### config.mk
export PLATFORM = sky130hd
export DESIGN_NAME = alu_mc
export DESIGN_NICKNAME = d
export VERILOG_FILES = /design/src/rtl/alu_mc.sv
export SDC_FILE = /design/constraint.sdc
export NUM_CORES = 1
export LEC_CHECK = 0
export BUFFER_PORTS_ARGS = -buffer_cell sky130_fd_sc_hd__buf_2
export CORE_UTILIZATION = 59
export DETAILED_ROUTE_END_ITERATION = 7
export GPL_TIMING_DRIVEN = 0
export PLACE_DENSITY = 0.92
export SETUP_SLACK_MARGIN = 0.4
export SLEW_MARGIN = 20
export SYNTH_ARGS = -nofsm -noshare
export SYNTH_HDL_FRONTEND = slang
export SYNTH_SLANG_ARGS = --single-unit
### constraint.sdc
create_clock -name CLK -period 12.58 [get_ports CLK]
set_input_delay 1.258 -clock CLK [delete_from_list [all_inputs] [get_ports CLK]]
set_output_delay 1.258 -clock CLK [all_outputs]
set_load 0.03 [all_outputs]
### src/rtl/alu_mc.sv
// alu_mc: multi-cycle ALU with registered results and a status-register
// style flag interface. Single-operand rotates, logic ops, add/sub with
// carry, compare/bit-test, and an optional iterative unsigned multiplier.
//
// Build option: define ALU_MC_MUL_EN to include the shift-add multiplier
// (MUL state, iteration counter, partial-product datapath). Without it,
// opcode 0xA behaves like the reserved opcodes and BUSY is tied low.
//
// Timing: a non-MUL op accepted on edge N shows DONE=1 with results valid
// in the cycle after edge N. A MUL spends WIDTH cycles in MUL (BUSY=1) and
// shows DONE in cycle WIDTH+1 after the accepting edge.

module alu_mc #(
  parameter int WIDTH = 16
) (
  input  logic             CLK,
  input  logic             RST,
  input  logic             START,
  input  logic [3:0]       OP,
  input  logic [WIDTH-1:0] OP_X,
  input  logic [WIDTH-1:0] OP_Y,
  input  logic [15:0]      SR_IN,
  output logic             BUSY,
  output logic             DONE,
  output logic [WIDTH-1:0] DATA_OUT,
  output logic [WIDTH-1:0] RES_HI,
  output logic [15:0]      SR_OUT
);

  // Opcode map
  localparam logic [3:0] OP_RRC  = 4'h0;
  localparam logic [3:0] OP_RRA  = 4'h1;
  localparam logic [3:0] OP_MOV  = 4'h4;
  localparam logic [3:0] OP_ADD  = 4'h5;
  localparam logic [3:0] OP_ADDC = 4'h6;
  localparam logic [3:0] OP_SUBC = 4'h7;
  localparam logic [3:0] OP_SUB  = 4'h8;
  localparam logic [3:0] OP_CMP  = 4'h9;
  localparam logic [3:0] OP_BIT  = 4'hB;
  localparam logic [3:0] OP_BIC  = 4'hC;
  localparam logic [3:0] OP_BIS  = 4'hD;
  localparam logic [3:0] OP_XOR  = 4'hE;
  localparam logic [3:0] OP_AND  = 4'hF;
`ifdef ALU_MC_MUL_EN
  localparam logic [3:0] OP_MUL  = 4'hA;
  localparam int         CNT_W   = $clog2(WIDTH);
`endif

  // Status-register flag bit positions
  localparam int SR_V = 8;
  localparam int SR_N = 2;
  localparam int SR_Z = 1;
  localparam int SR_C = 0;

  typedef enum logic [1:0] {
    ST_IDLE = 2'd0,
`ifdef ALU_MC_MUL_EN
    ST_MUL  = 2'd1,
`endif
    ST_DONE = 2'd2
  } state_t;

  state_t state, state_nxt;

  logic accept;     // a request is taken this cycle
  logic alu_load;   // single-cycle op result is registered this edge
  logic mul_load;   // multiplier operands are captured this edge

  assign accept = START && ((state == ST_IDLE) || (state == ST_DONE));

`ifdef ALU_MC_MUL_EN
  assign mul_load = accept && (OP == OP_MUL);
`else
  assign mul_load = 1'b0;
`endif
  assign alu_load = accept && !mul_load;

  // ---------------------------------------------------------------------
  // Single-cycle datapath: shared adder plus result/flag selection
  // ---------------------------------------------------------------------
  logic [WIDTH-1:0] add_a, add_b;
  logic             add_cin;
  logic [WIDTH:0]   add_sum;
  logic             add_v;

  // Adder operand selection: subtraction forms add the inverted X operand.
  // NOTE: every always_comb output gets a default first so no path leaves it
  // unassigned; an unassigned path would infer a latch.
  always_comb begin
    add_a   = OP_Y;
    add_b   = OP_X;
    add_cin = 1'b0;
    case (OP)
      OP_ADDC: add_cin = SR_IN[SR_C];
      OP_SUBC: begin
        add_b   = ~OP_X;
        add_cin = SR_IN[SR_C];
      end
      OP_SUB, OP_CMP: begin
        add_b   = ~OP_X;
        add_cin = 1'b1;
      end
      default: ;
    endcase
  end

  assign add_sum = {1'b0, add_a} + {1'b0, add_b} + {{WIDTH{1'b0}}, add_cin};
  // Signed overflow: like-signed operands producing an opposite-signed sum.
  assign add_v   = (add_a[WIDTH-1] == add_b[WIDTH-1]) &&
                   (add_sum[WIDTH-1] != add_a[WIDTH-1]);

  logic [WIDTH-1:0] res_val;   // value the N/Z flags are derived from
  logic [WIDTH-1:0] alu_out;   // value presented on DATA_OUT
  logic             new_v;
  logic             new_c;
  logic             upd_flags; // op rewrites V/N/Z/C
  logic [15:0]      alu_sr;

  // Result and flag selection for every single-cycle opcode.
  always_comb begin
    res_val   = '0;
    alu_out   = '0;
    new_v     = 1'b0;
    new_c     = 1'b0;
    upd_flags = 1'b0;
    case (OP)
      OP_RRC: begin
        res_val   = {SR_IN[SR_C], OP_Y[WIDTH-1:1]};
        alu_out   = res_val;
        new_c     = OP_Y[0];
        upd_flags = 1'b1;
      end
      OP_RRA: begin
        res_val   = {OP_Y[WIDTH-1], OP_Y[WIDTH-1:1]};
        alu_out   = res_val;
        new_c     = OP_Y[0];
        upd_flags = 1'b1;
      end
      OP_MOV: alu_out = OP_X;
      OP_BIC: alu_out = ~OP_X & OP_Y;
      OP_BIS: alu_out = OP_X | OP_Y;
      OP_ADD, OP_ADDC, OP_SUBC, OP_SUB: begin
        res_val   = add_sum[WIDTH-1:0];
        alu_out   = res_val;
        new_c     = add_sum[WIDTH];
        new_v     = add_v;
        upd_flags = 1'b1;
      end
      OP_CMP: begin
        // Flags as SUB, destination passes through unchanged.
        res_val   = add_sum[WIDTH-1:0];
        alu_out   = OP_Y;
        new_c     = add_sum[WIDTH];
        new_v     = add_v;
        upd_flags = 1'b1;
      end
      OP_XOR: begin
        res_val   = OP_X ^ OP_Y;
        alu_out   = res_val;
        new_v     = OP_X[WIDTH-1] & OP_Y[WIDTH-1];
        new_c     = |res_val;
        upd_flags = 1'b1;
      end
      OP_AND: begin
        res_val   = OP_X & OP_Y;
        alu_out   = res_val;
        new_c     = |res_val;
        upd_flags = 1'b1;
      end
      OP_BIT: begin
        // Flags as AND, destination passes through unchanged.
        res_val   = OP_X & OP_Y;
        alu_out   = OP_Y;
        new_c     = |res_val;
        upd_flags = 1'b1;
      end
      // Reserved opcodes (and MUL when the multiplier is not built) give
      // zero results with the status word passed straight through.
      default: ;
    endcase
  end

  // Merge updated flags into the incoming status word.
  always_comb begin
    alu_sr = SR_IN;
    if (upd_flags) begin
      alu_sr[SR_V] = new_v;
      alu_sr[SR_N] = res_val[WIDTH-1];
      alu_sr[SR_Z] = (res_val == '0);
      alu_sr[SR_C] = new_c;
    end
  end

  // ---------------------------------------------------------------------
  // Iterative multiplier: one partial product per MUL cycle
  // ---------------------------------------------------------------------
`ifdef ALU_MC_MUL_EN
  logic [WIDTH-1:0] mul_x;       // multiplicand
  logic [WIDTH-1:0] mul_hi;      // running upper half of the product
  logic [WIDTH-1:0] mul_lo;      // multiplier bits shifting out / product low half
  logic [15:0]      mul_sr;      // status word captured on accept
  logic [CNT_W-1:0] mul_cnt;
  logic [WIDTH:0]   mul_add;
  logic [WIDTH-1:0] mul_hi_nxt;
  logic [WIDTH-1:0] mul_lo_nxt;
  logic             mul_last;
  logic             mul_fin;
  logic [15:0]      mul_sr_out;

  // Add the multiplicand when the current multiplier LSB is set, then
  // shift the {carry, hi, lo} chain right by one.
  assign mul_add    = {1'b0, mul_hi} + {1'b0, mul_x & {WIDTH{mul_lo[0]}}};
  assign mul_hi_nxt = mul_add[WIDTH:1];
  assign mul_lo_nxt = {mul_add[0], mul_lo[WIDTH-1:1]};
  assign mul_last   = (mul_cnt == CNT_W'(WIDTH - 1));
  assign mul_fin    = (state == ST_MUL) && mul_last;

  // Product flags, computed from the final iteration's outputs.
  always_comb begin
    mul_sr_out       = mul_sr;
    mul_sr_out[SR_V] = 1'b0;
    mul_sr_out[SR_N] = mul_hi_nxt[WIDTH-1];
    mul_sr_out[SR_Z] = ({mul_hi_nxt, mul_lo_nxt} == '0);
    mul_sr_out[SR_C] = (mul_hi_nxt != '0);
  end

  // Multiplier operand capture, iteration and counter.
  always_ff @(posedge CLK) begin
    if (RST) begin
      mul_x   <= '0;
      mul_hi  <= '0;
      mul_lo  <= '0;
      mul_sr  <= '0;
      mul_cnt <= '0;
    end else if (mul_load) begin
      mul_x   <= OP_X;
      mul_hi  <= '0;
      mul_lo  <= OP_Y;
      mul_sr  <= SR_IN;
      mul_cnt <= '0;
    end else if (state == ST_MUL) begin
      mul_hi  <= mul_hi_nxt;
      mul_lo  <= mul_lo_nxt;
      mul_cnt <= mul_last ? '0 : mul_cnt + CNT_W'(1);
    end
  end
`endif

  // ---------------------------------------------------------------------
  // Control FSM
  // ---------------------------------------------------------------------

  // State register; reset dominates any request.
  // NOTE: clocked state uses non-blocking assignments so every register
  // samples pre-edge values regardless of statement order.
  always_ff @(posedge CLK) begin
    if (RST) state <= ST_IDLE;
    else     state <= state_nxt;
  end

  // Next-state logic: requests are taken in IDLE and DONE only.
  always_comb begin
    state_nxt = state;
    case (state)
      ST_IDLE, ST_DONE: begin
        if (!START)        state_nxt = ST_IDLE;
`ifdef ALU_MC_MUL_EN
        else if (mul_load) state_nxt = ST_MUL;
`endif
        else               state_nxt = ST_DONE;
      end
`ifdef ALU_MC_MUL_EN
      ST_MUL: if (mul_last) state_nxt = ST_DONE;
`endif
      default: state_nxt = ST_IDLE;
    endcase
  end

  assign DONE = (state == ST_DONE);
`ifdef ALU_MC_MUL_EN
  assign BUSY = (state == ST_MUL);
`else
  assign BUSY = 1'b0;
`endif

  // Result registers: hold until the next completing operation writes them.
  always_ff @(posedge CLK) begin
    if (RST) begin
      DATA_OUT <= '0;
      RES_HI   <= '0;
      SR_OUT   <= '0;
    end else if (alu_load) begin
      DATA_OUT <= alu_out;
      RES_HI   <= '0;
      SR_OUT   <= alu_sr;
    end
`ifdef ALU_MC_MUL_EN
    else if (mul_fin) begin
      DATA_OUT <= mul_lo_nxt;
      RES_HI   <= mul_hi_nxt;
      SR_OUT   <= mul_sr_out;
    end
`endif
  end

endmodule

==> results of run 1 <==
-- metal layers --
metal	part of all wire [%]	wire (um)
met5	0	0
met4	4.4	623
met3	9.6	1370
met2	46	6600
met1	40	5660
-- area by class of cell --
| cell class | instances | area share (%) |
|---|---|---|
| Multi-Input combinational cell | 435 | 65.2 |
| Sequential cell | 33 | 13.6 |
| Timing Repair Buffer | 85 | 8.74 |
| Buffer | 45 | 4.81 |
| Inverter | 46 | 3.55 |
| Tap cell | 96 | 2.47 |
| Clock buffer | 6 | 1.49 |
| Clock inverter | 2 | 0.206 |
-- worst max-delay path: stages --
cell	delay, ns
buf_2	0.20
buf_1	0.40
nand2_1	0.14
o21ai_1	0.83
clkbuf_1	0.61
xnor2_1	0.20
ha_1	0.25
clkbuf_1	0.25
a21oi_1	0.42
o2111ai_1	0.14
a2111oi_0	0.61
o311ai_1	0.29
a2111oi_4	0.35
a41o_1	0.26
a32o_2	0.18
-- per-stage QoR --
stage / area, um^2 / hold slack [ns]
2_1_floorplan: 4220 / 0.591
3_3_place_gp: 4770 / 0.449
3_5_place_dp: 4780 / 0.460
4_1_cts: 4870 / 0.472
5_1_grt: 4870 / 0.482
6_report: 4870 / 0.472
-- layout by cell type (no fill, tap or decap), types with 17 or more instances in the layout --
master and instances:
buf_2 86, ha_1 63, inv_1 45, nor2_1 45, nand2_1 41, dfxtp_1 33
a21oi_1 27, a22oi_1 24, clkbuf_1 22, xnor2_1 21, mux2i_1 21, o21ai_0 19
buf_4 17, conb_1 17
-- where the power goes --
| group | internal (mW) | switching, mW | total [mW] |
|---|---|---|---|
| logic | 0.0757 | 0.139 | 0.215 |
| registers | 0.112 | 0.00370 | 0.116 |
| clock network | 0.0384 | 0.0399 | 0.0783 |
-- synth_stat cells, types with 14 or more instances --
| library cell | count |
|---|---|
| buf_4 | 17 |
| inv_1 | 45 |
| dfxtp_1 | 33 |
| ha_1 | 63 |
| clkbuf_1 | 21 |
| xnor2_1 | 21 |
| nor2_1 | 45 |
| o21ai_0 | 19 |
| nor3_1 | 15 |
| nand2_1 | 41 |
| nand3_1 | 14 |
| a21oi_1 | 27 |
| a22oi_1 | 24 |
| mux2i_1 | 21 |
-- flip-flops by register name (all words and copies together), names as in the netlist --
name,flops
DATA_OUT,16
SR_OUT,16
state,1
-- worst min path at each step --
stage,from,endpoint,slack [ns],cells past startpoint
2_1_floorplan,DATA_OUT[7],DATA_OUT[7],0.59,2
3_3_place_gp,SR_OUT[1],SR_OUT[1],0.45,1
3_5_place_dp,DATA_OUT[9],DATA_OUT[9],0.46,2
4_1_cts,DATA_OUT[9],DATA_OUT[9],0.47,2
5_1_grt,DATA_OUT[7],DATA_OUT[7],0.48,2
6_report,DATA_OUT[12],DATA_OUT[12],0.47,1
-- kinds of logic (layout without fill, tap and decap cells) --
logic type | Yosys count | after routing | synth area share (%)
other | 1 | 17 | 0.0901
muxes | 21 | 21 | 5.05
DFF | 33 | 33 | 15.9
buffers and inverters | 91 | 184 | 9.77
AOI/OAI and AO/OA | 150 | 150 | 25.7
adders and majority gates | 65 | 65 | 19.9
and+or+nand+nor | 155 | 155 | 18.0
xor gates and xnor gates | 27 | 27 | 5.68
==> impl_metrics.toml, run 1 <==
[synth]
synthFlopType = "dfxtp_1"
yosys.area.top_type = "ha_1"
synthArstFlopShare_pct = 0
synth_edf_count = 0
ys_seq_elements = 33
synth_warnings = 0
synth-seq-area-share_pct = 15.9
netlist_instances = 543
synth_area_per_cell_um2 = 7.67
synth_area_um2 = 4160
synth_top_area_share_pct = 18.9
yosysUniqueCellTypes = 62
synth_area_leaders = "ha_1 (19%), dfxtp_1 (16%), mux2i_1 (5.0%), xnor2_1 (4.4%), a22oi_1 (4.3%)"

[setup_path]
reg2reg_depth = 5
ff2ff_setup_slack_ns = 11.37
critPathMaxFanout = 10
cp-start-kind = "input port"
critPathLaunch = "OP[1]"
end_kind = "flip-flop"
r2r-start = "SR_OUT[8]"
worstSetupPathType = "input port to flip-flop"
crit_path_end = "SR_OUT[1]"
cp.arrival_ns = 6.40
worstPathRequired_ns = 12.81
rr_endpoint = "SR_OUT[8]"

[layout]
antenna_cells = 0
syn2layout_area_growth_pct = 16.9
n_fill_cell = 589
drive_above_1_share_pct = 18.4
final_cells = 748
register_area_um2 = 661
fin_util_pct = 71.6
nets = 771
multiInputGateArea_um2 = 3170

[timing]
fin_crit_sh_pct = 49.0
setup_viol = 0
fin_worst_skew_ns = 0
fin_crit_ns = 6.17
tns_ns = 0
rsz0062_at_grt = "false"
fmax_ghz = 0.162
hold_viol = 0
maxSlewHeadroom_pct = 31.0
setup_ws_ns = 6.41
slew_viol_final = 0
tightest_slew_ns = 1.03

[clocking]
path_clk_slew_ns = 0.07
cts_tree = "done"
clockRootBuffer = "clkbuf_8"
cts_hold_repair.buffers = 0
post-cts-setup-buffers = 0
cts_sinks = 33
clkLatencyLatePin_ns = 0.28
cts_htree_levels = 2
clockBufferDepth = 2
cts_buffers = 5
cts_resized = 0

[flow_run]
max-cap-violations = 0

[pwr]
power_uw = 409
power_density_nw_per_um2 = 83.9
ir_worst_vdd_v = 0.0000678
leakage_nw = 2.38

[global_route]
use_met2_pct = 64.1
grt.met1_usage_pct = 49.2
grt_max_degree = 11
grt_util_all_layers_pct = 38.5
grt_pass1_wl_mm = 21.9
gr-total-overflow = 0
antenna_found_initial = 0
grt_pass1_vias = 4312
gr-max-usage-layer = "met2"
met3_usage_pct = 6.64

[detailed_routing]
drtPass1Iterations = 7
wire_per_inst_um = 19.1
drt_iter0_drc = 357
drt-vias-per-instance = 6.24
drt_wl_total_mm = 14.3
drc = 0
vias = 4671
ant_nets = 0

[floorplanning]
core_um2 = 6790
fp.dieW_um = 86.0
rows = 30
die_area_um2 = 7400
num_io_pins = 105
start_util_pct = 61.3
die_h_um = 86.0

[placement]
pre_cts_ws_ns = 6.19
port_buffers = 85
dp_cells = 740
place.gp.congestion = 0.991
dp_hpwl_mm = 11.3

[outcome]
outcome = "finished, final reports clean"

[hold_path]
holdCritPathClass = "flip-flop to flip-flop"
(Power assumes the default switching activity.)
==> run 2: changes to the inputs <==
--- a/config.mk
+++ b/config.mk
@@ -5,11 +5,12 @@
 export SDC_FILE = /design/constraint.sdc
 export NUM_CORES = 1
 export LEC_CHECK = 0
+export ABC_AREA = 1
 export BUFFER_PORTS_ARGS = -buffer_cell sky130_fd_sc_hd__buf_2
-export CORE_UTILIZATION = 59
+export CORE_UTILIZATION = 56
 export DETAILED_ROUTE_END_ITERATION = 7
 export GPL_TIMING_DRIVEN = 0
-export PLACE_DENSITY = 0.92
+export PLACE_DENSITY = 0.88
 export SETUP_SLACK_MARGIN = 0.4
 export SLEW_MARGIN = 20
 export SYNTH_ARGS = -nofsm -noshare
==> constraint.sdc (replaced) <==
create_clock -name CLK -period 6.44 [get_ports CLK]
set_input_delay 0.644 -clock CLK [delete_from_list [all_inputs] [get_ports CLK]]
set_output_delay 0.644 -clock CLK [all_outputs]
set_load 0.03 [all_outputs]
==> impl_metrics.toml, run 2 <==
[placement]
placed_area_um2 = 5010
dp_hpwl_mm = 11.7
place.gp.congestion = 0.957
pre_cts_ws_ns = 2.61
dp_cells = 914
port_buffers = 85

[synth]
yosysUniqueCellTypes = 45
synthMostInstantiatedCell = "nand2_1"
synth_warnings = 0
synth_edf_count = 0
synth_area_leaders = "nand2_1 (18%), ha_1 (18%), dfxtp_1 (15%), inv_1 (8.5%), a21oi_1 (6.5%)"
synth_area_um2 = 4400
synth_top_area_share_pct = 18.5
ys_seq_elements = 33
yosys.area.top_type = "nand2_1"
yosys-top-cells-count = "nand2_1 (217), inv_1 (100), ha_1 (63)"
synthArstFlopShare_pct = 0
synth-seq-area-share_pct = 15.0
synthFlopType = "dfxtp_1"
synth_area_per_cell_um2 = 6.17
netlist_instances = 714

[pwr]
clockPowerShare_pct = 18.9
p_sw_share_pct = 45.9
ir_worst_vdd_v = 0.0000762
power_uw = 792
share_comb_of_total_power_pct = 52.7
leakage_nw = 2.92
power_density_nw_per_um2 = 155
p_seq_share_pct = 28.4
power_switching_uw = 363
power.internal_uw = 429

[hold_path]
holdCritPathClass = "flip-flop to flip-flop"

[detailed_routing]
ant_nets = 0
drt_iter0_drc = 415
drc = 0
drt-vias-per-instance = 5.52
vias = 5090
drtPass1Iterations = 7
drt_wl_total_mm = 14.5
wire_per_inst_um = 15.8

[clocking]
cts_sinks = 33
path_clk_slew_ns = 0.07
cts_tree = "done"
clockRootBuffer = "clkbuf_8"
post-cts-setup-buffers = 0
cts_hold_repair.buffers = 0
cts_htree_levels = 2
cts_resized = 0
clockBufferDepth = 2
clkLatencyLatePin_ns = 0.28
cts_buffers = 5

[timing]
fin_crit_sh_pct = 55.4
slew_viol_final = 0
tns_ns = 0
maxSlewHeadroom_pct = 60.8
rsz0062_at_grt = "false"
fmax_ghz = 0.280
hold_viol = 0
setup_viol = 0
fin_crit_ns = 3.57
worst_hold_slack_ns = 0.462
fin_worst_skew_ns = 0
setup_ws_ns = 2.87
tightest_slew_ns = 0.588

[setup_path]
crit_chain = "buf_2, nor2_2, nand2_1, o21ai_2, xor2_1, fa_1, inv_1, fa_1, inv_1, nand2_1, nor2_1, nand3_1, nor2_1, nand2_1, nor2_1, nand2_1, nor2_1, nand2_1, nand2_1, nand3_1, a21oi_1"
critPathSlowestCell = "fa_1"
critPathMaxFanout = 7
path_buf_inv = 3
end_kind = "flip-flop"
cpPeakStageDelay_ns = 0.46
worstPathRequired_ns = 6.66
timing.critical_path.mode_cell = "nand2_1"
cp_top_family = "simple AND/OR/NAND/NOR gates"
worstSetupPathType = "input port to flip-flop"
cp.arrival_ns = 3.79
cp-start-kind = "input port"

[global_route]
antenna_found_initial = 0
grt_pass1_vias = 4713
grt_max_degree = 12
gr-total-overflow = 0
grt_pass1_wl_mm = 22.5
grt_util_all_layers_pct = 34.3

[floorplanning]
num_io_pins = 105
rows = 31
core_um2 = 7410
fp.dieW_um = 90.7
die_area_um2 = 8220
start_util_pct = 59.4
die_h_um = 90.7

[layout]
drive_above_1_share_pct = 17.0
antenna_cells = 0
final_area_um2 = 5100
layout_commonest_cell = "nand2_1"
syn2layout_area_growth_pct = 15.8
nets = 942
fin_util_pct = 68.8
top_regs = "DATA_OUT: 16 flops, SR_OUT: 16 flops, state: 1 flops"
final_cells = 922
layout_common_cells = "nand2_1 (217), inv_1 (100), buf_2 (89)"

[flow_run]
max-cap-violations = 0

[outcome]
outcome = "finished, final reports clean"
[run 2: final timing paths]
check,start,endpoint,slack [ns],depth (start not counted)
setup / recovery,OP[1],SR_OUT[1],2.87,21
hold / removal,SR_OUT[9],SR_OUT[9],0.46,2
setup reg to reg,SR_OUT[2],SR_OUT[2],5.73,4
hold reg to reg,SR_OUT[9],SR_OUT[9],0.46,2
[run 2: worst min-delay path, delay by kind of cell (launching register included)]
kind,cells,cell delay (ns)
flops,1,0.31
compound gates,1,0.05
simple gates,1,0.06
[run 2: final cells by class]
class / count / area, um^2
Clock buffer: 5 / 68.8
Buffer: 36 / 226
Tap cell: 99 / 124
Clock inverter: 3 / 17.5
Timing Repair Buffer: 85 / 425
Sequential cell: 33 / 661
Fill cell: 703 / 2310
Inverter: 108 / 405
Multi-Input combinational cell: 553 / 3170
[run 2: cell families after synthesis]
kind of cell,count (synthesis),share of synthesized area [%]
other,1,0.0851
and+or+nand+nor,333,32.2
xor gates and xnor gates,18,3.58
AOI/OAI and AO/OA,120,16.0
buffers and inverters,144,14.3
adders and majority gates,65,18.8
DFF,33,15.0
[run 2: per-layer routing]
metal / routed length [um] / track usage [%]
met4: 386 / 10.2
met1: 6140 / 42.1
met3: 1280 / 6.14
met5: 0 / 0
met2: 6720 / 60.3
[run 2: power by group through the flow]
stage | clock network [mW] | registers, mW | logic, mW
2_1_floorplan | 0 | 0.258 | 0.257
3_3_place_gp | 0 | 0.229 | 0.395
3_5_place_dp | 0 | 0.229 | 0.406
4_1_cts | 0.149 | 0.225 | 0.407
5_1_grt | 0.160 | 0.227 | 0.458
6_report | 0.150 | 0.225 | 0.417
==> run 3: changes to the inputs <==
--- a/config.mk
+++ b/config.mk
@@ -7,10 +7,10 @@
 export LEC_CHECK = 0
 export ABC_AREA = 1
 export BUFFER_PORTS_ARGS = -buffer_cell sky130_fd_sc_hd__buf_2
-export CORE_UTILIZATION = 56
+export CORE_UTILIZATION = 50
 export DETAILED_ROUTE_END_ITERATION = 7
 export GPL_TIMING_DRIVEN = 0
-export PLACE_DENSITY = 0.88
+export PLACE_DENSITY = 0.83
 export SETUP_SLACK_MARGIN = 0.4
 export SLEW_MARGIN = 20
 export SYNTH_ARGS = -nofsm -noshare
==> constraint.sdc (replaced) <==
create_clock -name CLK -period 3.04 [get_ports CLK]
set_input_delay 0.304 -clock CLK [delete_from_list [all_inputs] [get_ports CLK]]
set_output_delay 0.304 -clock CLK [all_outputs]
set_load 0.03 [all_outputs]
==> impl_metrics.toml, run 3 (synthesis results as in run 2) <==
[timing]
fin_crit_ns = 2.59
fmax_ghz = 0.386
tns_ns = 0
hold_viol = 0
setup_viol = 0
tightest_slew_ns = 0.515
slew_viol_final = 0
fin_worst_skew_ns = 0
maxSlewHeadroom_pct = 65.6
fin_crit_sh_pct = 85.3
rsz0062_at_grt = "true"

[setup_path]
cp.arrival_ns = 2.81
worstPathRequired_ns = 3.26
cp-start-kind = "input port"
critPathMaxFanout = 4
end_kind = "flip-flop"
worstSetupPathType = "input port to flip-flop"

[floorplanning]
die_area_um2 = 9190
num_io_pins = 105
start_util_pct = 52.5
rows = 33
core_um2 = 8380
die_h_um = 95.9
fp.dieW_um = 95.9

[layout]
syn2layout_area_growth_pct = 21.3
nets = 949
antenna_cells = 0
drive_above_1_share_pct = 20.0
layout_common_cells = "nand2_1 (209), inv_1 (98), buf_2 (86)"
top_regs = "DATA_OUT: 16 flops, SR_OUT: 16 flops, state: 1 flops"
n_fill_cell = 837
layout_commonest_cell = "nand2_1"

[placement]
port_buffers = 85
place.gp.congestion = 0.988
dp_hpwl_mm = 11.5

[detailed_routing]
vias = 5028
drt-vias-per-instance = 5.38
drt_wl_total_mm = 14.3
drt_iter0_drc = 306
wire_per_inst_um = 15.3
drtPass1Iterations = 6
drc = 0
ant_nets = 0

[pwr]
ir_worst_vdd_v = 0.000155
share_comb_of_total_power_pct = 48.8
power_density_nw_per_um2 = 352
power_switching_uw = 781
p_sw_share_pct = 41.5
leakage_nw = 3.01
power.internal_mw = 1.10
p_seq_share_pct = 25.3
power_mw = 1.88
clockPowerShare_pct = 25.9

[clocking]
clkLatencyLatePin_ns = 0.28
cts_htree_levels = 2
path_clk_slew_ns = 0.07
clockRootBuffer = "clkbuf_8"
clockBufferDepth = 2
cts_sinks = 33
cts_buffers = 5
cts_tree = "done"
cts_hold_repair.buffers = 0

[global_route]
gr-total-overflow = 0
grt_util_all_layers_pct = 31.8
grt_pass1_vias = 4756
grt_max_degree = 12
antenna_found_initial = 0
grt_pass1_wl_mm = 22.5

[hold_path]
holdCritPathClass = "input port to flip-flop"

[flow_run]
max-cap-violations = 0

[outcome]
outcome = "finished, final reports clean"
[run 3: worst max-delay path: stages]
cell and delay (ns):
buf_8 0.11, inv_4 0.05, nand2_4 0.05, o21ai_4 0.24, xor2_2 0.11, fa_2 0.36, inv_4 0.07, fa_2 0.45
inv_2 0.07, nand2_2 0.06, nor2_4 0.09, nand3_1 0.07, nor2_1 0.10, nand2_1 0.07, nor2_2 0.08, nand2_1 0.08
nor2_1 0.09, nand2_1 0.10, nand2_1 0.07, nand3_1 0.07, a21oi_1 0.12
[run 3: power groups by stage]
| stage | registers, mW | logic, mW | clock network (mW) |
|---|---|---|---|
| floorplan | 0.546 | 0.548 | 0 |
| global placement | 0.484 | 0.842 | 0 |
| detailed placement | 0.486 | 0.857 | 0 |
| CTS | 0.476 | 0.887 | 0.491 |
| global route | 0.480 | 1.02 | 0.511 |
| finish | 0.476 | 0.918 | 0.486 |
[run 3: final cells by class]
| type | count | area (um^2) | share of cell area (%) |
|---|---|---|---|
| clock inverter | 3 | 65.1 | 1.22 |
| clock buffer | 5 | 68.8 | 1.29 |
| multi-input combinational | 553 | 3260 | 61.1 |
| buffer | 36 | 238 | 4.45 |
| timing repair buffer | 92 | 504 | 9.44 |
| tap | 105 | 131 | 2.46 |
| sequential | 33 | 661 | 12.4 |
| inverter | 108 | 410 | 7.68 |
[run 3: worst paths after layout]
check	from	endpoint	slack (ns)	cells past startpoint
max	OP[3]	SR_OUT[1]	0.45	21
min	SR_IN[10]	SR_OUT[10]	0.26	3
max reg2reg	SR_OUT[2]	SR_OUT[2]	2.31	4
min reg2reg	SR_OUT[10]	SR_OUT[10]	0.46	2
[run 3: layer usage]
layer / part of all wire, % / GRT usage, %
met3: 7.3 / 3.32
met4: 2.3 / 12.8
met1: 43 / 40.3
met2: 47 / 54.9
met5: 0 / 0
[run 3: per-stage QoR]
stage	instance area [um^2]	setup slack, ns	instances	util (%)	hold slack [ns]
CTS	5320	0.395	935	63.4	0.254
global route	5340	0.296	935	63.7	0.261
global placement	5040	-0.199	920	60.2	0.445
finish	5340	0.446	935	63.7	0.261
detailed placement	5040	-0.264	920	60.2	0.449
floorplan	4490	0.428	730	-	0.444
[run 3: timing repair]
| item | in CTS | in global routing |
|---|---|---|
| buffers inserted | 7 | 0 |
| pin swaps | 15 | 13 |
| resized for setup | 23 | 8 |
| endpoints found under the setup margin | 11 | 7 |
